### src/rtl/uart_tx_fifo_drain.sv
// 8N1/8N2 UART transmitter that drains a show-ahead byte FIFO onto the TX pin.
// Back-to-back frames are sent with no idle gap while the FIFO stays non-empty.
module uart_tx_fifo_drain #(
   parameter int CLK_FREQ   = 27000000,
   parameter int BAUD       = 115200,
   parameter int DATA_WIDTH = 8,
   parameter int STOP_BITS  = 1
) (
   input  logic                  clk,
   input  logic                  reset,
   input  logic                  enable,
   input  logic [DATA_WIDTH-1:0] fifo_data,
   input  logic                  fifo_empty,
   output logic                  fifo_read_en,
   output logic                  tx,
   output logic                  busy
);

   localparam int CLKS_PER_BIT = CLK_FREQ / BAUD;
   localparam int CNT_W        = (CLKS_PER_BIT > 1) ? $clog2(CLKS_PER_BIT) : 1;
   localparam int IDX_W        = (DATA_WIDTH > 1) ? $clog2(DATA_WIDTH) : 1;

   localparam logic [CNT_W-1:0] CNT_LOAD  = CNT_W'(CLKS_PER_BIT - 1);
   localparam logic [IDX_W-1:0] LAST_DATA = IDX_W'(DATA_WIDTH - 1);
   localparam logic [IDX_W-1:0] LAST_STOP = IDX_W'(STOP_BITS - 1);

   typedef enum logic [1:0] {
      IDLE,
      START,
      DATA,
      STOP
   } state_t;

   state_t                state_q, state_d;
   logic [CNT_W-1:0]      cnt_q, cnt_d;
   logic [IDX_W-1:0]      idx_q, idx_d;
   logic [DATA_WIDTH-1:0] shift_q, shift_d;
   logic                  tx_q, tx_d;
   logic                  busy_q, busy_d;

   logic bit_done;
   logic last_stop;
   logic pop;

   always_comb begin
      bit_done  = (cnt_q == '0);
      last_stop = (state_q == STOP) && bit_done && (idx_q == LAST_STOP);
      pop       = !reset && enable && !fifo_empty && ((state_q == IDLE) || last_stop);

      state_d = state_q;
      cnt_d   = cnt_q;
      idx_d   = idx_q;
      shift_d = shift_q;
      tx_d    = tx_q;
      busy_d  = busy_q;

      case (state_q)
         IDLE: begin
            tx_d   = 1'b1;
            busy_d = 1'b0;
         end
         START: begin
            if (bit_done) begin
               state_d = DATA;
               cnt_d   = CNT_LOAD;
               idx_d   = '0;
               tx_d    = shift_q[0];
            end else begin
               cnt_d = cnt_q - 1'b1;
            end
         end
         DATA: begin
            if (bit_done) begin
               cnt_d = CNT_LOAD;
               if (idx_q == LAST_DATA) begin
                  state_d = STOP;
                  idx_d   = '0;
                  tx_d    = 1'b1;
               end else begin
                  shift_d = shift_q >> 1;
                  tx_d    = shift_d[0];
                  idx_d   = idx_q + 1'b1;
               end
            end else begin
               cnt_d = cnt_q - 1'b1;
            end
         end
         STOP: begin
            if (bit_done) begin
               if (idx_q == LAST_STOP) begin
                  state_d = IDLE;
                  idx_d   = '0;
                  busy_d  = 1'b0;
               end else begin
                  idx_d = idx_q + 1'b1;
                  cnt_d = CNT_LOAD;
               end
            end else begin
               cnt_d = cnt_q - 1'b1;
            end
         end
         default: begin
            state_d = IDLE;
         end
      endcase

      // A pop overrides the IDLE/STOP outcome so the next start bit follows immediately.
      if (pop) begin
         state_d = START;
         shift_d = fifo_data;
         cnt_d   = CNT_LOAD;
         idx_d   = '0;
         tx_d    = 1'b0;
         busy_d  = 1'b1;
      end
   end

   always_ff @(posedge clk) begin
      if (reset) begin
         state_q <= IDLE;
         cnt_q   <= '0;
         idx_q   <= '0;
         shift_q <= '0;
         tx_q    <= 1'b1;
         busy_q  <= 1'b0;
      end else begin
         state_q <= state_d;
         cnt_q   <= cnt_d;
         idx_q   <= idx_d;
         shift_q <= shift_d;
         tx_q    <= tx_d;
         busy_q  <= busy_d;
      end
   end

   assign fifo_read_en = pop;
   assign tx           = tx_q;
   assign busy         = busy_q;

endmodule

### config.mk
export PLATFORM = sky130hd
export DESIGN_NAME = uart_tx_fifo_drain
export DESIGN_NICKNAME = d
export VERILOG_FILES = /design/src/rtl/uart_tx_fifo_drain.sv
export SDC_FILE = /design/constraint.sdc
export NUM_CORES = 1
export LEC_CHECK = 0
export BUFFER_PORTS_ARGS = -buffer_cell sky130_fd_sc_hd__buf_2
export CORE_MARGIN = 2
export CORE_UTILIZATION = 31
export DETAILED_ROUTE_END_ITERATION = 16
export SYNTH_ARGS = -nofsm -noshare
export SYNTH_HDL_FRONTEND = slang
export SYNTH_SLANG_ARGS = --single-unit
export TNS_END_PERCENT = 1
### constraint.sdc
create_clock -name clk -period 2.6 [get_ports clk]
set_input_delay 0.39 -clock clk [delete_from_list [all_inputs] [get_ports clk]]
set_output_delay 0.39 -clock clk [all_outputs]
set_load 0.1 [all_outputs]
; After elaboration in Yosys (flattened, before gate mapping)
; Index checks and enable logic that the tools add are counted.
; W data, S select, Z words.
[op_classes]
mux = 31
n_reduce_logical = 29
eq_ne = 17
add_sub_neg = 2
[op_table]
columns = cell, n
row1 = $mux W8, 8
row2 = $pmux W8 S2, 1
row3 = $mux W3, 5
row4 = $ne A3 B3 Y1 const B, 5
row5 = $reduce_and A6 Y1, 2
row6 = $mux W2, 5
row7 = $ne A2 B2 Y1 const B, 5
row8 = $pmux W3 S3, 1
row9 = $reduce_and A3 Y1, 3
row10 = $reduce_bool A3 Y1, 3
row11 = $logic_not A8 Y1, 1
row12 = $mux W1, 8
row13 = $reduce_bool A4 Y1, 2
row14 = $sub A8 B1 Y8 const B, 1
row15 = $pmux W2 S3, 1
row16 = $reduce_bool A2 Y1, 3
row17 = $logic_and A1 B1 Y1, 5
row18 = $eq A2 B2 Y1 const B, 2
row19 = $ne A4 B4 Y1 const B, 1
row20 = $reduce_and A2 Y1, 2
row21 = $reduce_and A4 Y1, 1
row22 = $reduce_or A2 Y1, 2
row23 = $add A3 B1 Y3 const B, 1
row24 = $eq A3 B3 Y1 const B, 1
row25 = 9 further kinds, 10
[word_totals]
register_bits = 23
input_bits = 12
output_inout_bits = 3

; Logic depth before layout (Yosys ltp)
; Gate-level depths: netlist (run 1).
[logic_depth]
depth_word = 7
depth_mapped = 8
ltp_nobuf = 8

; Worst setup path before layout (run 1)
; Ideal clock, no wire load.
[synth_timing]
path_kind = register to register
from = reg cnt_q[0]
to = reg state_q[0]
setup_slack_ps = 709
synth_period_minus_slack_ps = 1891
path_buffers = 0
stages_incl_launch_ff = 9
arrival_time_ps = 1804
setup_ps = 86
path_cell_list = dfxtp_1 > inv_1 > ha_1 > nor3b_2 > and3_4 > o21ai_4 > inv_4 > o21ai_1 > a221oi_2
[synth_between]
elab_chain_len = 7
word_cells_on_any_way = 13
classes_between = 5 x eq/ne / 1 x mux / 7 x reduce/logical
[synth_rtl]
columns = item, line
row1 = start: declaration, 35  ; logic [CNT_W-1:0] cnt_q, cnt_d;
row2 = start signal: assignment, 128  ; cnt_q <= cnt_d;
row3 = $logic_not A8 Y1 (*), 46  ; bit_done = (cnt_q == '0);
row4 = $logic_and A1 B1 Y1 (*) (2 in a row), 47  ; last_stop = (state_q == STOP) && bit_done && (idx_q == LAST_STOP);
row5 = $logic_or A1 B1 Y1 (*), 48  ; pop = !reset && enable && !fifo_empty && ((state_q == IDLE) || last_stop);
row6 = $logic_and A1 B1 Y1 (*), 48
row7 = via fifo_read_en, 14  ; output logic fifo_read_en,
row8 = $ne A3 B3 Y1 (no source line) (tied with other cells), -
row9 = $reduce_and A6 Y1 (no source line), -
row10 = end signal: assignment, 127  ; state_q <= state_d;
row11 = end: declaration, 34  ; state_t state_q, state_d;
; Mark *: on every way through the listed nets, which the timed path passes. The rest lies on a longest branch.
; A chain may end at the register's enable or synchronous reset.

; Worst setup path after layout (run 1)
[layout_timing]
from = reg cnt_q[0]
to = out fifo_read_en
[layout_between]
elab_chain_len = 5
[layout_rtl]
columns = item, line
row1 = $logic_not A8 Y1, 46
row2 = $logic_and A1 B1 Y1 (2 in a row), 47
row3 = $logic_or A1 B1 Y1, 48
row4 = $logic_and A1 B1 Y1, 48
row5 = end: declaration, 14
; Every way passes these cells.

==> reports/qor.csv, run 1 <==
metric,value,unit
status,"complete, no violations",
"EDFF count, synth",0,
"most common cell after layout, fill and taps aside",dfxtp_1,
post-synthesis cell area,0.001485,mm^2
Routed Antenna Nets,0,
Remaining DRCs,0,
reg-to-reg startpoint,cnt_q[0],
max-cap viol count,0,
Clock Skew,6.452,ps
reg2reg setup slack,590,ps
global-route wire length before repair,5.609,mm
clk buf depth,2,
setup TNS,0,ps
WHS,353.9,ps
Top delay family on crit path,simple AND/OR/NAND/NOR gates,
core region area,0.004661,mm^2
Avg Vias per Cell,5.194,
largest net degree at the start of global routing,19,
CP startpoint,cnt_q[0],
number of H-tree levels,1,
Finish-stage setup viols,0,
worst skew pair latency,270,ps
Final GP Congestion,0.8578,
Crit Path Max Fanout,10,
most frequent cells in the layout,"dfxtp_1, nor2_1, a21oi_1, buf_2, nand2_1",
Die Ht,73.22,um
Slew @ Worst Pin,479.5,ps
Slowest cell on crit path,dfxtp_1,
number of global-route vias before repair,1211,
worst hold path type,in2reg,
Register-to-Register Path Depth,7,
grt ovf,0,
Inst Count DP,228,
Levels on crit path,7,
Final Power,2.088,mW
relative slew slack,0.6777,
pre-CTS setup slack,354.6,ps
multi-input logic area,928.4,um^2
GRT Total Usage,0.1351,
Crit. End Element,output pin,
worst setup margin,108.7,ps
fmax,401.4,MHz
Post-Layout Cell Count,232,
CP arrival,2100,ps
clock transition at the registers of the reported paths,100,ps
"FFs w/ async S/R, synth",0,
TritonCTS clock tree,built,
RSZ-0062 raised after global routing,no,
Reg area,460.4,um^2
total die area,0.005360,mm^2
"Slew Viols, Final",0,
drt wl/cell,14.21,um
initial core utilization,0.3187,
area growth from synthesis to layout,10.45,%
Syn Area/Cell,9.056,um^2
PortBufs,14,
crit path to,fifo_read_en,
Worst EP required,2210,ps
number of CTS-inserted buffers,3,
Cell Pwr Density,1273,mW/mm^2
row count,25,
n_diodes,0,
CP startpoint kind,register,
Final Hold Fails,0,
hold_buf cts,0,
number of DRC markers in iteration 0,37,
final-stage net count,200,
DRT Pass-1 Iters,4,
layout filler cell count,486,
Synth cell types,49,
DR vias,1205,
initial antenna violation count,0,
Root Buffer,clkbuf_8,
crit path buf inv count,3,
fraction of final layout cells with drive strength greater than 1,0.2640,
HPWL after DPL,2.456,mm
ys flop type,dfxtp_1,
Static Leak,0.6191,nW
Critical Path Max Stage Delay,360,ps
TritonCTS Sinks,23,
Syn Inst Count,164,
Seq cells post-synth,23,
Crit Path Class,reg2out,
CP Cell Sequence,"inv_1, ha_1, nor3b_2, and3_4, o21ai_4, inv_4, clkbuf_4",
Die W,73.22,um
num ports,15,
R2R Path End,shift_q[0],
drt total wl,3.296,mm
Synth warnings,0,
"Min Clock Period, post-route",2491,ps
fraction of the yosys area taken by sequential cells,0.3100,
syn nets,185,
worst vdd ir,0.0003417,V
period utilization,0.9582,
Hold Path Stages,3,
-- worst reg2reg max path, delay by kind of cell (launching register included) --
family	cells	cell delay (ps)
compound gates	1	210
fa+ha+maj	1	160
buf+inv	1	120
flops	1	360
mux	1	150
simple gates	3	930
-- stage by stage --
| step | cell area [um^2] | utilization |
|---|---|---|
| global route | 1640 | 0.3519 |
| floorplan | 1485 | - |
| detailed placement | 1589 | 0.3409 |
| CTS | 1638 | 0.3514 |
| finish | 1640 | 0.3519 |
| global placement | 1589 | 0.3409 |
-- worst min-delay path by stage --
stage | start | endpoint | slack, ps
2_1_floorplan | shift_q[7] | shift_q[7] | 450
3_3_place_gp | shift_q[7] | shift_q[7] | 460
3_5_place_dp | shift_q[7] | shift_q[7] | 470
4_1_cts | fifo_data[7] | shift_q[7] | 350
5_1_grt | fifo_data[7] | shift_q[7] | 400
6_report | fifo_data[7] | shift_q[7] | 350
-- metal layers --
metal / up-vias / global-route usage / wire, um
met5: - / 0 / 0
met1: 545 / 0.1693 / 1609
li1: 636 / - / -
met3: 6 / 0.02624 / 97
met4: 0 / 0.04938 / 59
met2: 18 / 0.2282 / 1529
-- power breakdown --
| part | leakage (nW) | switching, mW | internal, mW | total (mW) |
|---|---|---|---|---|
| combinational | 0.410 | 0.809 | 0.487 | 1.30 |
| clock | 0.0217 | 0.133 | 0.109 | 0.242 |
| sequential | 0.188 | 0.0991 | 0.450 | 0.549 |
| total | 0.619 | 1.04 | 1.05 | 2.09 |
-- registers in the layout, indices dropped and copies added (netlist names) --
name	flops
cnt_q	8
shift_q	8
idx_q	3
busy	1
tx	1
state_q	2
-- cell families after synthesis --
kind of cell               count (synthesis)  synth area share
adders and majority gates                  9           0.07582
AOI/OAI and AO/OA                         45            0.2561
DFF                                       23            0.3100
muxes                                      2           0.01348
xor gates and xnor gates                   2           0.01180
and+or+nand+nor                           66            0.2679
buffers and inverters                     17           0.06487
-- synth_stat cells (2+ instances only) --
cell type	number	area share
a311oi_1	4	0.024
a211oi_1	2	0.010
nor4_2	3	0.025
nand2_1	11	0.028
o22ai_1	2	0.0084
o21bai_1	2	0.010
clkbuf_1	3	0.0076
nor3_2	3	0.020
nor3_1	6	0.020
dfxtp_1	23	0.31
inv_1	9	0.023
nand3_1	10	0.034
nor2_1	16	0.040
o21ai_0	5	0.017
nand2b_1	3	0.013
a311oi_2	6	0.061
ha_1	9	0.076
nor2b_1	2	0.0084
mux2i_1	2	0.013
a21oi_1	13	0.044
xor2_1	2	0.012
-- area by class of cell --
type,count,share of cell area
multi-input cells,124,0.5660
repair buffers,17,0.05797
inverters,10,0.02441
flip-flops and latches,23,0.2807
clock inverters,1,0.004577
well taps,54,0.04119
clock buffers,3,0.02517
-- repair_timing --
item,in CTS,in global routing
buffers inserted,0,0
setup endpoints to repair,0,1
gates resized for setup,0,1
hold endpoints to repair,0,0
(Power assumes the default switching activity.)
==> inputs of run 2 (changes only) <==
--- a/config.mk
+++ b/config.mk
@@ -9,6 +9,8 @@
 export CORE_MARGIN = 2
 export CORE_UTILIZATION = 31
 export DETAILED_ROUTE_END_ITERATION = 16
+export GPL_TIMING_DRIVEN = 0
+export SLEW_MARGIN = 15
 export SYNTH_ARGS = -nofsm -noshare
 export SYNTH_HDL_FRONTEND = slang
 export SYNTH_SLANG_ARGS = --single-unit
==> constraint.sdc (replaced) <==
create_clock -name clk -period 2.6 [get_ports clk]
set_input_delay 0.39 -clock clk [delete_from_list [all_inputs] [get_ports clk]]
set_output_delay 0.39 -clock clk [all_outputs]
set_load 0.05 [all_outputs]
==> run 2 against run 1 <==
Clock skew decreased by 2.7 ps. Utilization increased by 1.1 points. Hold slack got worse by 8.4 ps. Sequential power increased by 0.9%. Register-to-register slack got worse by 80 ps. Design area increased by 3.1%. Worst setup slack improved by 72 ps. Critical endpoint unchanged.
==> reports/qor.csv, run 2 (same netlist as run 1, synthesis figures left out) <==
metric,value,unit,change
status,"complete, no violations",,
number of DRC markers in iteration 0,42,,+14%
PortBufs,14,,unchanged
Clock Skew,3.725,ps,-2.727 ps
fraction of final layout cells with drive strength greater than 1,0.2609,,-0.003175
TritonCTS clock tree,built,,
Hold Path Stages,3,,unchanged
worst skew pair latency,270,ps,about the same
number of H-tree levels,1,,unchanged
fmax,413.4,MHz,+3.0%
"Slew Viols, Final",0,,unchanged
Worst EP required,2210,ps,about the same
Crit Path Max Fanout,10,,unchanged
Avg Vias per Cell,5.324,,+2.5%
Finish-stage setup viols,0,,unchanged
Die Ht,73.22,um,unchanged
core region area,0.004661,mm^2,unchanged
setup TNS,0,ps,unchanged
pre-CTS setup slack,437.4,ps,+82.74 ps
Inst Count DP,232,,+1.8%
dpl cell area,0.001623,mm^2,+2.1%
Cell Pwr Density,1269,mW/mm^2,-0.27%
Die W,73.22,um,unchanged
worst setup margin,181.1,ps,+72.46 ps
Final Util,0.3630,,+0.01101
final-stage net count,206,,+3.0%
WHS,345.5,ps,-8.430 ps
initial antenna violation count,0,,unchanged
drt total wl,3.350,mm,+1.6%
period utilization,0.9303,,-0.02787
Crit Path Class,reg2out,,
Routed Antenna Nets,0,,unchanged
CP arrival,2030,ps,-70 ps
"most common cell after layout, fill and taps aside",dfxtp_1,,
number of CTS-inserted buffers,3,,unchanged
initial core utilization,0.3187,,unchanged
GRT Total Usage,0.1423,,+0.007234
clock transition at the registers of the reported paths,90,ps,about the same
Crit. End Element,output pin,,
row count,25,,unchanged
Final Hold Fails,0,,unchanged
most frequent cells in the layout,"dfxtp_1, nor2_1, buf_2",,
Static Leak,0.6461,nW,+4.4%
drt wl/cell,14.08,um,-0.92%
TritonCTS Sinks,23,,unchanged
Post-Layout Cell Count,238,,+2.6%
DR vias,1267,,+5.1%
relative slew slack,0.5972,,-0.08049
largest net degree at the start of global routing,13,,-6
fin area,0.001692,mm^2,+3.1%
Final GP Congestion,0.8281,,-3.5%
max-cap viol count,0,,unchanged
"Min Clock Period, post-route",2419,ps,-72.45 ps
area growth from synthesis to layout,13.90,%,
number of global-route vias before repair,1220,,+0.74%
RSZ-0062 raised after global routing,no,,
Root Buffer,clkbuf_8,,
HPWL after DPL,2.448,mm,-0.32%
num ports,15,,unchanged
Remaining DRCs,0,,unchanged
n_diodes,0,,unchanged
Slew @ Worst Pin,604.2,ps,+124.7 ps
clk buf depth,2,,unchanged
DRT Pass-1 Iters,4,,unchanged
worst vdd ir,0.0003142,V,-8.0%
Final Power,2.147,mW,+2.8%
worst hold path type,in2reg,,
total die area,0.005360,mm^2,unchanged
Register-to-Register Path Depth,8,,+1
layout filler cell count,470,,-3.3%
global-route wire length before repair,5.954,mm,+6.2%
CP startpoint kind,register,,
grt ovf,0,,unchanged
Top Registers,"cnt_q: 8 flops, shift_q: 8 flops, idx_q: 3 flops",,
## run 2: cell types whose count changed in the layout (fill, tap and decap cells not counted)
cell and delta:
nor3b_2 -1, buf_4 -1, clkbuf_1 +4, buf_2 +1
nor3b_4 +1, dlygate4sd1_1 +1, buf_12 +1, buf_6 +1
clkinvlp_4 -1
## run 2: report_power, final
part           switching [mW]  leakage, nW  total (mW)  internal [mW]
registers               0.104        0.188       0.554          0.450
logic                   0.782        0.436        1.36          0.576
clock network           0.124       0.0228       0.234          0.110
## run 2: layout make-up
| class | count | area [um^2] | area share |
|---|---|---|---|
| multi-input cells | 124 | 934.6 | 0.5525 |
| flip-flops and latches | 23 | 460.4 | 0.2722 |
| repair buffers | 16 | 87.58 | 0.05178 |
| well taps | 54 | 67.56 | 0.03994 |
| plain buffers | 7 | 56.30 | 0.03328 |
| clock buffers | 4 | 45.04 | 0.02663 |
| inverters | 10 | 40.04 | 0.02367 |
## run 2: path summary, 6_finish.rpt
kind | startpoint | endpoint | slack, ps
hold reg to reg | shift_q[7] | shift_q[7] | 480
hold / removal | fifo_data[7] | shift_q[7] | 350
setup reg to reg | state_q[0] | state_q[0] | 510
setup / recovery | state_q[1] | fifo_read_en | 180
## run 2: what timing repair did
action	CTS	global route
hold buffers	0	0
endpoints found under the setup margin	0	1
buffers inserted	0	2
gates resized for setup	0	2
hold endpoints to repair	0	0
## run 2: critical path, stage by stage (launching register included)
cell	delay [ps]
dfxtp_1	390
ha_1	160
buf_2	190
and3b_1	270
and3_4	240
o21ai_4	90
inv_4	160
clkbuf_4	250
## run 2: per-layer routing
layer  GRT usage  part of all wire  wire, um  vias to the layer above
li1            -                 -         -                      640
met1      0.1983              0.49      1642                      604
met2      0.2252              0.46      1555                       18
met3     0.01796             0.027        90                        5
met4     0.04938             0.019        62                        0
met5           0                 0         0                        -
==> inputs of run 3 (changes only) <==
--- a/config.mk
+++ b/config.mk
@@ -8,9 +8,10 @@
 export BUFFER_PORTS_ARGS = -buffer_cell sky130_fd_sc_hd__buf_2
 export CORE_MARGIN = 2
 export CORE_UTILIZATION = 31
+export CTS_BUF_LIST = sky130_fd_sc_hd__clkbuf_8 sky130_fd_sc_hd__clkbuf_16
 export DETAILED_ROUTE_END_ITERATION = 16
 export GPL_TIMING_DRIVEN = 0
-export SLEW_MARGIN = 15
+export SLEW_MARGIN = 20
 export SYNTH_ARGS = -nofsm -noshare
 export SYNTH_HDL_FRONTEND = slang
 export SYNTH_SLANG_ARGS = --single-unit
==> run 3 against run 2 <==
Cell count unchanged. First-iteration DRC count unchanged. Power decreased by 0.17%. Clock skew about the same. Highest routed layer unchanged. Hold slack about the same. Non-clock buffer count unchanged. Die area unchanged.
==> reports/qor.csv, run 3 (same netlist as run 1, synthesis figures left out) <==
metric,value,unit,change
status,"complete, no violations",,
DR vias,1267,,unchanged
row count,25,,unchanged
RSZ-0062 raised after global routing,no,,
R2R Path End,state_q[0],,
PortBufs,14,,unchanged
Avg Vias per Cell,5.324,,unchanged
Routed Antenna Nets,0,,unchanged
Top Registers,"cnt_q: 8 flops, shift_q: 8 flops, idx_q: 3 flops",,
crit path to,fifo_read_en,,
Remaining DRCs,0,,unchanged
core region area,0.004661,mm^2,unchanged
clk buf depth,2,,unchanged
CP startpoint,state_q[1],,
total die area,0.005360,mm^2,unchanged
GRT Total Usage,0.1423,,unchanged
Register-to-Register Path Depth,8,,unchanged
number of CTS-inserted buffers,3,,unchanged
Finish-stage setup viols,0,,unchanged
Root Buffer,clkbuf_8,,
initial antenna violation count,0,,unchanged
worst hold path type,in2reg,,
CP startpoint kind,register,,
number of DRC markers in iteration 0,42,,unchanged
fraction of final layout cells with drive strength greater than 1,0.2609,,unchanged
clock transition at the registers of the reported paths,90,ps,about the same
DRT Pass-1 Iters,4,,unchanged
area growth from synthesis to layout,13.90,%,unchanged
hold_buf cts,0,,unchanged
most frequent cells in the layout,"dfxtp_1, nor2_1, buf_2",,
largest net degree at the start of global routing,13,,unchanged
Die W,73.22,um,unchanged
CP arrival,2030,ps,about the same
num ports,15,,unchanged
WHS,345.5,ps,+0.01400 ps
global-route wire length before repair,5.954,mm,unchanged
TritonCTS Sinks,23,,unchanged
drt total wl,3.350,mm,unchanged
Cell Pwr Density,1267,mW/mm^2,-0.17%
"Min Clock Period, post-route",2419,ps,-0.01400 ps
Worst EP required,2210,ps,about the same
reg2reg setup slack,510,ps,about the same
Crit Path Max Fanout,10,,unchanged
pre-CTS setup slack,437.4,ps,unchanged
number of H-tree levels,1,,unchanged
initial core utilization,0.3187,,unchanged
drt wl/cell,14.08,um,unchanged
grt ovf,0,,unchanged
Reg area,460.4,um^2,unchanged
Final Power,2.143,mW,-0.17%
Static Leak,0.6503,nW,+0.64%
worst vdd ir,0.0003140,V,about the same
reg-to-reg startpoint,state_q[0],,
layout filler cell count,470,,unchanged
worst skew pair latency,270,ps,about the same
final-stage net count,206,,unchanged
Crit Path Class,reg2out,,
fmax,413.4,MHz,about the same
Slew @ Worst Pin,604.2,ps,unchanged
"most common cell after layout, fill and taps aside",dfxtp_1,,
Final Hold Fails,0,,unchanged
"Slew Viols, Final",0,,unchanged
HPWL after DPL,2.448,mm,unchanged
number of global-route vias before repair,1220,,unchanged
n_diodes,0,,unchanged
period utilization,0.9303,,about the same
relative slew slack,0.5972,,unchanged
worst setup margin,181.1,ps,+0.01400 ps
multi-input logic area,934.6,um^2,unchanged
Final GP Congestion,0.8281,,unchanged
Clock Skew,3.481,ps,-0.2442 ps
setup TNS,0,ps,unchanged
Crit. End Element,output pin,,
Die Ht,73.22,um,unchanged
max-cap viol count,0,,unchanged
TritonCTS clock tree,built,,
run 3: cell types whose count changed in the layout (fill, tap and decap cells not counted):
cell / delta
clkbuf_1: -1
inv_1: +1
run 3: final cells by class:
cell class,instances,share of cell area
Multi-Input combinational cell,124,0.5525
Sequential cell,23,0.2722
Timing Repair Buffer,16,0.05178
Tap cell,54,0.03994
Buffer,7,0.03328
Clock buffer,3,0.02441
Inverter,10,0.02367
Clock inverter,1,0.002219
run 3: worst min-delay path by stage:
stage          cells past startpoint    startpoint  slack [ps]         end
6_report                           3  fifo_data[7]         350  shift_q[7]
2_1_floorplan                      2    shift_q[7]         450  shift_q[7]
3_5_place_dp                       2    shift_q[7]         470  shift_q[7]
4_1_cts                            3  fifo_data[7]         340  shift_q[7]
3_3_place_gp                       2    shift_q[7]         470  shift_q[7]
5_1_grt                            2         reset         380    idx_q[0]
run 3: power breakdown:
group	internal (mW)	switching (mW)
sequential	0.450	0.104
combinational	0.576	0.782
clock	0.106	0.124
total	1.13	1.01
run 3: routing by layer:
| layer | vias up | GRT usage | wire (um) |
|---|---|---|---|
| li1 | 640 | - | - |
| met1 | 604 | 0.1983 | 1642 |
| met3 | 5 | 0.01796 | 90 |
| met4 | 0 | 0.04938 | 62 |
| met2 | 18 | 0.2252 | 1555 |
| met5 | - | 0 | 0 |
run 3: worst max-delay path, stage by stage, from the launching register on:
cell and delay [ps]:
dfxtp_1 390, ha_1 160, buf_2 190, and3b_1 270
and3_4 240, o21ai_4 90, inv_4 160, clkbuf_4 250
run 3: stage by stage:
step	area [um^2]	util	cells
3_3_place_gp	1623	0.3482	232
6_report	1692	0.3630	238
4_1_cts	1668	0.3579	236
2_1_floorplan	1485	-	164
5_1_grt	1692	0.3630	238
3_5_place_dp	1623	0.3482	232
run 3: what timing repair did:
item	CTS	global route
endpoints found under the setup margin	0	1
buffers inserted	0	2
hold endpoints to repair	0	0
gates resized for setup	0	2
